File: src/rtl/inst_rom_responder_pkg.sv
// Shared definitions for the IF-stage ROM responder: bus widths, FSM encoding, NOP.
package inst_rom_responder_pkg;

  localparam int BUS_ADDR_WIDTH = 32;
  localparam int BUS_DATA_WIDTH = 32;

  typedef enum logic [1:0] {
    SERVE    = 2'd0,
    FETCH    = 2'd1,
    ABORT    = 2'd2,
    PREFETCH = 2'd3
  } rom_state_e;

  localparam logic [BUS_DATA_WIDTH-1:0] NOP_INSTR = '0;

endpackage

File: src/rtl/inst_fetch_buf.sv
// One fetch-buffer entry: tag/data/valid storage with a registered-input hit compare.
module inst_fetch_buf #(
  parameter int TAG_WIDTH  = 30,
  parameter int DATA_WIDTH = 32
) (
  input  logic                  clk,
  input  logic                  rst,
  input  logic                  wr_en,
  input  logic [TAG_WIDTH-1:0]  wr_tag,
  input  logic [DATA_WIDTH-1:0] wr_data,
  input  logic                  inv,
  input  logic [TAG_WIDTH-1:0]  lookup_tag,
  output logic                  hit,
  output logic [TAG_WIDTH-1:0]  tag,
  output logic [DATA_WIDTH-1:0] data
);

  logic valid;

  // A write wins over an invalidate landing on the same edge.
  always_ff @(posedge clk or posedge rst) begin
    if (rst) begin
      valid <= 1'b0;
      tag   <= '0;
      data  <= '0;
    end else if (wr_en) begin
      valid <= 1'b1;
      tag   <= wr_tag;
      data  <= wr_data;
    end else if (inv) begin
      valid <= 1'b0;
    end
  end

  assign hit = valid && (tag == lookup_tag);

endmodule

File: src/rtl/inst_rom_responder.sv
// ROM fetch responder: serves IF fetches from a fetch buffer, refills from backing memory
// and stalls the pipeline on a miss. Define INST_ROM_PREFETCH_EN for a next-line prefetch entry.
module inst_rom_responder
  import inst_rom_responder_pkg::*;
#(
  parameter int ADDR_WIDTH     = BUS_ADDR_WIDTH,
  parameter int DATA_WIDTH     = BUS_DATA_WIDTH,
  parameter int TIMEOUT_CYCLES = 255,
  parameter int CNT_WIDTH      = 8
) (
  input  logic                  clk,
  input  logic                  rst,
  input  logic                  rom_en,
  input  logic [3:0]            rom_write_en,
  input  logic [ADDR_WIDTH-1:0] rom_addr,
  input  logic [DATA_WIDTH-1:0] rom_write_data,
  output logic [DATA_WIDTH-1:0] rom_read_data,
  output logic                  stall_req,
  output logic                  bus_err,
  output logic                  mem_req,
  output logic [ADDR_WIDTH-1:0] mem_addr,
  input  logic                  mem_ready,
  input  logic [DATA_WIDTH-1:0] mem_rdata
);

  localparam int TAG_WIDTH = ADDR_WIDTH - 2;

  rom_state_e            state, state_nxt;
  logic [CNT_WIDTH-1:0]  cnt, cnt_nxt;
  logic [ADDR_WIDTH-1:0] req_addr;
  logic                  req_valid;
  logic                  wr_err;
  logic [DATA_WIDTH-1:0] rd_hold;
  logic [TAG_WIDTH-1:0]  req_tag;
  logic                  sample, hit, abort_cycle, fill, timeout;
  logic                  main_hit, pf_hit;
  logic [TAG_WIDTH-1:0]  main_tag;
  logic [DATA_WIDTH-1:0] main_data, hit_data;
  logic                  main_wr;
  logic [TAG_WIDTH-1:0]  main_wr_tag;
  logic [DATA_WIDTH-1:0] main_wr_data;
  logic                  unused_bits;

  assign req_tag     = req_addr[ADDR_WIDTH-1:2];
  assign abort_cycle = (state == ABORT);
  assign fill        = (state == FETCH) && mem_ready;
  assign timeout     = (cnt == CNT_WIDTH'(TIMEOUT_CYCLES - 1));

  // Hit is built from registered request state only, so stall_req never sees rom_addr.
  assign hit       = req_valid && (main_hit || pf_hit);
  assign stall_req = req_valid && !hit && !abort_cycle;
  assign sample    = !stall_req;
  assign bus_err   = abort_cycle || wr_err;

  inst_fetch_buf #(.TAG_WIDTH(TAG_WIDTH), .DATA_WIDTH(DATA_WIDTH)) u_main_buf (
    .clk        (clk),
    .rst        (rst),
    .wr_en      (main_wr),
    .wr_tag     (main_wr_tag),
    .wr_data    (main_wr_data),
    .inv        (1'b0),
    .lookup_tag (req_tag),
    .hit        (main_hit),
    .tag        (main_tag),
    .data       (main_data)
  );

`ifdef INST_ROM_PREFETCH_EN
  logic                  pf_fill, promote;
  logic [TAG_WIDTH-1:0]  pf_tag, pf_req_tag;
  logic [DATA_WIDTH-1:0] pf_data;

  // A demand hit on the prefetched line moves it into the main entry.
  assign promote      = req_valid && pf_hit && !main_hit;
  assign pf_fill      = (state == PREFETCH) && mem_ready;
  assign main_wr      = fill || promote;
  assign main_wr_tag  = fill ? req_tag : pf_tag;
  assign main_wr_data = fill ? mem_rdata : pf_data;
  assign hit_data     = main_hit ? main_data : pf_data;

  inst_fetch_buf #(.TAG_WIDTH(TAG_WIDTH), .DATA_WIDTH(DATA_WIDTH)) u_pf_buf (
    .clk        (clk),
    .rst        (rst),
    .wr_en      (pf_fill),
    .wr_tag     (pf_req_tag),
    .wr_data    (mem_rdata),
    .inv        (promote),
    .lookup_tag (req_tag),
    .hit        (pf_hit),
    .tag        (pf_tag),
    .data       (pf_data)
  );

  always_ff @(posedge clk or posedge rst) begin
    if (rst)       pf_req_tag <= '0;
    else if (fill) pf_req_tag <= req_tag + TAG_WIDTH'(1);
  end
`else
  assign pf_hit       = 1'b0;
  assign main_wr      = fill;
  assign main_wr_tag  = req_tag;
  assign main_wr_data = mem_rdata;
  assign hit_data     = main_data;
`endif

  assign unused_bits = ^{rom_write_data, req_addr[1:0], main_tag};

  always_comb begin
    rom_read_data = rd_hold;
    if (hit)              rom_read_data = hit_data;
    else if (abort_cycle) rom_read_data = DATA_WIDTH'(NOP_INSTR);
  end

  always_comb begin
    state_nxt = state;
    cnt_nxt   = cnt;
    mem_req   = 1'b0;
    mem_addr  = '0;
    case (state)
      SERVE: begin
        if (req_valid && !hit) begin
          state_nxt = FETCH;
          cnt_nxt   = '0;
        end
      end
      FETCH: begin
        mem_req  = 1'b1;
        mem_addr = {req_tag, 2'b00};
        if (mem_ready) begin
`ifdef INST_ROM_PREFETCH_EN
          state_nxt = PREFETCH;
`else
          state_nxt = SERVE;
`endif
          cnt_nxt   = '0;
        end else if (timeout) begin
          state_nxt = ABORT;
          cnt_nxt   = '0;
        end else begin
          cnt_nxt = cnt + CNT_WIDTH'(1);
        end
      end
      ABORT: state_nxt = SERVE;
`ifdef INST_ROM_PREFETCH_EN
      // Speculative transfer: a timeout here is dropped silently.
      PREFETCH: begin
        mem_req  = 1'b1;
        mem_addr = {pf_req_tag, 2'b00};
        if (mem_ready || timeout) begin
          state_nxt = SERVE;
          cnt_nxt   = '0;
        end else begin
          cnt_nxt = cnt + CNT_WIDTH'(1);
        end
      end
`endif
      default: state_nxt = SERVE;
    endcase
  end

  always_ff @(posedge clk or posedge rst) begin
    if (rst) begin
      state     <= SERVE;
      cnt       <= '0;
      req_addr  <= '0;
      req_valid <= 1'b0;
      wr_err    <= 1'b0;
      rd_hold   <= '0;
    end else begin
      state   <= state_nxt;
      cnt     <= cnt_nxt;
      rd_hold <= rom_read_data;
      wr_err  <= sample && rom_en && (rom_write_en != 4'b0000);
      if (sample) begin
        req_addr  <= rom_addr;
        req_valid <= rom_en;
      end
    end
  end

endmodule

File: config.mk
export PLATFORM = sky130hd
export DESIGN_NAME = inst_rom_responder
export DESIGN_NICKNAME = d
export VERILOG_FILES = /design/src/rtl/inst_rom_responder_pkg.sv /design/src/rtl/inst_fetch_buf.sv /design/src/rtl/inst_rom_responder.sv
export SDC_FILE = /design/constraint.sdc
export NUM_CORES = 1
export LEC_CHECK = 0
export BUFFER_PORTS_ARGS = -buffer_cell sky130_fd_sc_hd__buf_2
export CAP_MARGIN = 20
export CORE_MARGIN = 1.5
export CORE_UTILIZATION = 45
export CTS_BUF_LIST = sky130_fd_sc_hd__clkbuf_4 sky130_fd_sc_hd__clkbuf_8
export DETAILED_ROUTE_END_ITERATION = 16
export PLACE_DENSITY = 0.82
export RECOVER_POWER = 25
export SLEW_MARGIN = 20
export SYNTH_ARGS = -nofsm -noshare
export SYNTH_HDL_FRONTEND = slang
export SYNTH_SLANG_ARGS = --single-unit
export TNS_END_PERCENT = 50
File: constraint.sdc
create_clock -name clk -period 4.4 [get_ports clk]
set_input_delay 0.88 -clock clk [delete_from_list [all_inputs] [get_ports clk]]
set_output_delay 0.88 -clock clk [all_outputs]
set_load 0.02 [all_outputs]
# Yosys cells after proc, flatten, opt, wreduce, memory -nomap -nowiden
# Index checks and enable logic that the tools add are counted.
[word_totals]
memories = 0
output_inout_bits = 67
inputBits = 104
reg_bits = 139
latchBits = 0
romBits = 0
ramBits = 0
[op_classes]
mul = 0
n_reduce_logical = 16
shifts = 0
magnitude_cmp = 0
n_mux = 12
n_bitwise = 0
div_mod_pow = 0
addsub = 1
eq_ne = 6
[op_table]
columns = ["op", "count"]
rows = [
  ["$mux 32", 3],
  ["$eq 30x30->1", 1],
  ["$mux 8", 3],
  ["$pmux 8 s2", 1],
  ["$add 8x1->8 const B", 1],
  ["$eq 8x8->1 const B", 1],
  ["$logic_and 1x1->1", 7],
  ["$mux 2", 3],
  ["$pmux 2 s2", 1],
  ["$reduce_and 2->1", 2],
  ["$reduce_bool 4->1", 1],
  ["$logic_not 1->1", 3],
  ["$ne 3x3->1 const B", 1],
  ["$eq 2x1->1 const B", 1],
  ["$eq 2x2->1 const B", 1],
  ["$logic_not 2->1", 1],
  ["$ne 2x2->1 const B", 1],
  ["$reduce_bool 2->1", 1],
  ["$logic_or 1x1->1", 1],
  ["$mux 1", 1],
]

# Logic depth before layout (Yosys ltp)
[logic_depth]
depth_word = 9
mapped_depth = 7

# By module
# From an unflattened synthesis, not the netlist that was laid out.
[hier_totals]
cells_unflattened = 412
area_unflattened_um2 = 5721.7
[by_module_without_submodules]
columns = ["mod", "seq_area_each_um2", "cells_each", "instances", "area_each_um2"]
rows = [
  ["inst_rom_responder", 1851.8, 237, 1, 3065.4],
  ["inst_fetch_buf", 1576.5, 175, 1, 2656.3],
]

# Worst setup path before layout
# Ideal clock, no wire load.
[synth_path]
path_kind = "reg2out"
startpoint = "register req_addr[24]"
endpoint = "output rom_read_data[10]"
t_required_ns = 3.520
n_path_buf = 1
path_stages_with_launch = 8
setup_slack_ns = 1.526
arrival_time_ns = 1.994
path_cell_list = "dfrtp_1 -> xor2_1 -> nor4_1 -> nand2_1 -> nor4_4 -> nand2_2 -> buf_2 -> mux2i_1"
[synth_between]
elab_chain_len = 4
[synth_rtl]
columns = ["element", "line_no", "rtl"]
rows = [
  ["start, declared", "inst_rom_responder.sv:30", "logic [ADDR_WIDTH-1:0] req_addr;"],
  ["start signal, assigned", "inst_rom_responder.sv:175", "req_addr <= rom_addr;"],
  ["$eq 30x30->1", "inst_fetch_buf.sv:35", "assign hit = valid && (tag == lookup_tag);"],
  ["$logic_and 1x1->1", "inst_fetch_buf.sv:35", ""],
  ["$logic_and 1x1->1", "inst_rom_responder.sv:50", "assign hit = req_valid && (main_hit || pf_hit);"],
  ["$mux 32", "inst_rom_responder.sv:110", "if (hit) rom_read_data = hit_data;"],
  ["end, declared", "inst_rom_responder.sv:17", "output logic [DATA_WIDTH-1:0] rom_read_data,"],
]
# Every way passes these cells.

# Worst setup path in the final report
[layout_path]
startpoint = "register req_addr[7]"
endpoint = "output rom_read_data[12]"
# Same word-level chain as after synthesis.

==> run_summary.xml <==
<?xml version="1.0" encoding="UTF-8"?>
<metrics>
  <group name="floorplan">
    <metric name="fp.dieW" unit="um">119</metric>
    <metric name="row_count" unit="">42</metric>
    <metric name="initial_standard_cell_utilization_of_the_core" unit="">0.458</metric>
    <metric name="die-area" unit="sq mm">0.0141</metric>
    <metric name="fp.dieH" unit="um">119</metric>
    <metric name="fp.coreArea" unit="sq mm">0.0131</metric>
    <metric name="ioPinCount" unit="">171</metric>
  </group>
  <group name="clock_tree">
    <metric name="cts-htree-levels" unit="">4</metric>
    <metric name="cts_post_setup_buffers_inserted" unit="">0</metric>
    <metric name="cts.clk_slew.worst_paths" unit="ns">0.07</metric>
    <metric name="ctsResizeCount" unit="">0</metric>
    <metric name="cts_num_sinks" unit="">137</metric>
    <metric name="clock_latency" unit="ns">0.44</metric>
    <metric name="cts_inserted_buffers" unit="">17</metric>
    <metric name="cts_hold_repair.buffers" unit="">0</metric>
    <metric name="clock_tree.buffer_depth" unit="">2</metric>
    <metric name="cts_root_buf" unit="">clkbuf_8</metric>
    <metric name="tritoncts_clock_tree" unit="">built</metric>
  </group>
  <group name="synthesis">
    <metric name="synth.area.top_cells" unit="">dfrtp_1 (57%), mux2_2 (17%), mux2i_1 (5.3%), xor2_1 (3.4%), and2_1 (3.1%)</metric>
    <metric name="yosysTopAreaCellShare" unit="">0.570</metric>
    <metric name="syn-cell-area" unit="sq mm">0.00601</metric>
    <metric name="yosysWarningCount" unit="">0</metric>
    <metric name="postSynthRegisterBits" unit="">137</metric>
    <metric name="ys_seq_area_frac" unit="">0.570</metric>
    <metric name="synthesis.instances" unit="">473</metric>
    <metric name="synth.distinct_cells" unit="">34</metric>
    <metric name="yosysTopAreaCell" unit="">dfrtp_1</metric>
    <metric name="synthesis.area_per_instance" unit="sq um">12.7</metric>
  </group>
  <group name="timing">
    <metric name="setup-tns-final" unit="ns">0</metric>
    <metric name="final_max_slew_viol_count" unit="">138</metric>
    <metric name="fin_crit" unit="ns">3.83</metric>
    <metric name="final-hold-violation-count" unit="">0</metric>
    <metric name="fmax" unit="GHz">0.261</metric>
    <metric name="max_slew.worst_pin.slew" unit="ns">3.25</metric>
    <metric name="clock-skew-final" unit="ns">0.0132</metric>
    <metric name="timing.final.crit_share" unit="">0.871</metric>
    <metric name="finalSetupViolCount" unit="">0</metric>
    <metric name="grt_setup_unrepaired" unit="">false</metric>
    <metric name="worst_slew_margin_relative_to_its_limit" unit="">-1.17</metric>
  </group>
  <group name="layout">
    <metric name="nets" unit="">716</metric>
    <metric name="antenna_cells" unit="">0</metric>
    <metric name="final_layout_size_suffix_gt1_frac" unit="">0.437</metric>
    <metric name="layout-area-overhead-vs-synth" unit="%">21.5</metric>
    <metric name="instances_no_fill" unit="">799</metric>
  </group>
  <group name="pwr">
    <metric name="report.power.total" unit="mW">4.96</metric>
    <metric name="vdd.ir_drop.worst" unit="mV">0.375</metric>
    <metric name="sequential_power_share" unit="">0.420</metric>
    <metric name="power_report.internal_total" unit="mW">3.31</metric>
    <metric name="comb_power_share" unit="">0.338</metric>
    <metric name="p_sw" unit="mW">1.65</metric>
    <metric name="powerDensity" unit="mW/mm^2">679</metric>
    <metric name="cellLeakagePower" unit="nW">3.85</metric>
    <metric name="switching_share" unit="">0.332</metric>
    <metric name="clkPwrFrac" unit="">0.242</metric>
  </group>
  <group name="placement">
    <metric name="place.gp.congestion" unit="">0.728</metric>
    <metric name="placed_cells" unit="">767</metric>
    <metric name="dpl.hpwl" unit="um">7910</metric>
    <metric name="portBuffers" unit="">134</metric>
  </group>
  <group name="worst_setup_path">
    <metric name="start_kind" unit="">flop</metric>
    <metric name="worst_setup_path_end_kind" unit="">output port</metric>
    <metric name="setup.worst_path.class" unit="">reg -&gt; out</metric>
    <metric name="r2r_start" unit="">req_addr[7]</metric>
    <metric name="critical_path_arrival" unit="ns">2.95</metric>
    <metric name="critPathLaunch" unit="">req_addr[7]</metric>
    <metric name="crit_fanout" unit="">32</metric>
    <metric name="worst_endpoint_required_time" unit="ns">3.52</metric>
  </group>
  <group name="routing">
    <metric name="detailedRoute.firstPassIterationCount" unit="">4</metric>
    <metric name="drt_drc_violations_left" unit="">0</metric>
    <metric name="drt_iter0_markers" unit="">151</metric>
    <metric name="vias_per_cell" unit="">4.92</metric>
    <metric name="postRouteAntennaNets" unit="">0</metric>
    <metric name="detail_route.wirelength" unit="um">11800</metric>
    <metric name="routed-via-count" unit="">3934</metric>
    <metric name="drt-wirelength-per-cell" unit="um">14.7</metric>
  </group>
  <group name="run_status">
    <metric name="outcome" unit="">finished with violations</metric>
    <metric name="failing_checks" unit="">capacitance limit, slew limit</metric>
  </group>
  <group name="global_routing">
    <metric name="grt_max_degree" unit="">138</metric>
    <metric name="grt_ovf" unit="">0</metric>
    <metric name="grt_first_pass_wirelength" unit="um">20100</metric>
    <metric name="via_count_of_the_first_global_routing_pass" unit="">4144</metric>
    <metric name="antenna_found_initial" unit="">0</metric>
    <metric name="gr-usage-all-layers" unit="">0.182</metric>
  </group>
  <group name="min_path">
    <metric name="hp-class" unit="">reg -&gt; reg</metric>
    <metric name="timing.hold.worst.start" unit="">u_main_buf.valid</metric>
  </group>
  <group name="run">
    <metric name="timing.max_cap.violations" unit="">1</metric>
  </group>
</metrics>
[power groups by stage]
stage / Sequential (mW) / Clock, mW / Combinational, mW
after floorplan: 1.99 / 0 / 1.36
after global placement: 2.06 / 0 / 1.63
after detailed placement: 2.11 / 0 / 1.70
after CTS: 2.09 / 1.23 / 1.72
after global routing: 2.15 / 1.29 / 1.85
final: 2.08 / 1.20 / 1.68
[layout make-up]
class                      count  area [sq um]
sequential                   137          3430
clock buffer                  21           283
timing repair buffer         139           704
fill                        1092          5830
tap                          176           220
clock inverter                11           193
multi-input combinational    279          2340
inverter                      36           139
[metrics by stage]
stage	util	instance area (sq um)	setup slack, ns	hold slack, ns
final	0.556	7300	0.566	0.476
after global routing	0.556	7300	0.150	0.513
after CTS	0.557	7320	0.404	0.476
after detailed placement	0.521	6850	0.910	0.455
after global placement	0.521	6850	0.985	0.450
after floorplan	-	6020	1.53	0.434
[worst paths after layout]
kind                                       to  slack, ns  cells past startpoint
max                         rom_read_data[12]       0.57                      8
min                          u_main_buf.valid       0.48                      1
max reg2reg                       req_addr[6]       1.97                      7
max in group asynchronous  u_main_buf.tag[16]       0.81                      3
min in group asynchronous          rd_hold[0]       1.67                      3
min reg2reg                  u_main_buf.valid       0.48                      1
[metal layers]
| layer | share of wire | track usage |
|---|---|---|
| met1 | 0.43 | 0.219 |
| met4 | 0.016 | 0.0693 |
| met3 | 0.057 | 0.0512 |
| met5 | 0 | 0 |
| met2 | 0.50 | 0.310 |
[Yosys cell counts]
cell       instances
a21o_1             3
a21oi_1            2
buf_2              4
buf_4              2
conb_1             1
nand3_1            2
and4_1             1
nor2_2             1
inv_1             36
nor3b_1            3
o2bb2ai_1          1
nand2b_1           4
or2_2              3
mux2_2            92
a311o_1            1
mux2i_1           32
nor2_1             5
clkbuf_1          13
buf_6              3
and2_1            30
nand4_1            5
dfrtp_1          137
nand2_2            1
nand2_1           41
nor4_4             1
a211o_1            4
ha_1               2
xnor2_1            7
o41ai_1            2
nor4_1             5
and2_2             1
nor3_1             4
o31a_2             1
xor2_1            23
[cells by family after synthesis]
logic type,after synthesis,synth area share
XOR/XNOR,30,0.0437
AO/OA/AOI/OAI,14,0.0189
flip-flops,137,0.570
other,1,0.000624
AND/OR/NAND/NOR,107,0.0947
adder cells (fa/ha/maj),2,0.00416
buffers and inverters,58,0.0420
multiplexers,124,0.226
[registers in the layout, summed over array words and instances, names as in the netlist, 2 cells and up]
name and flops:
u_main_buf.data 32, cnt 8, u_main_buf.tag 30, state 2, req_addr 30, rd_hold 32
[cells in the final DEF (no fill, tap or decap), drive strengths merged, types with 6 or more instances in the layout]
cell type and count:
mux2i 32, and2 31, mux2 92, nand2 42, nor4 6, dfrtp 137
xor2 23, buf 137, nor2 6, clkbuf 23, inv 35, xnor2 7
[critical path: stages (launching register included)]
cell and delay (ns):
dfrtp_1 0.43, xor2_1 0.17, nor4_1 0.44, nand4_1 0.25, nor4_4 0.32, nand2_2 0.07, buf_4 0.31, mux2i_1 0.28
buf_2 0.22
Power figures use the tool's default switching activity.
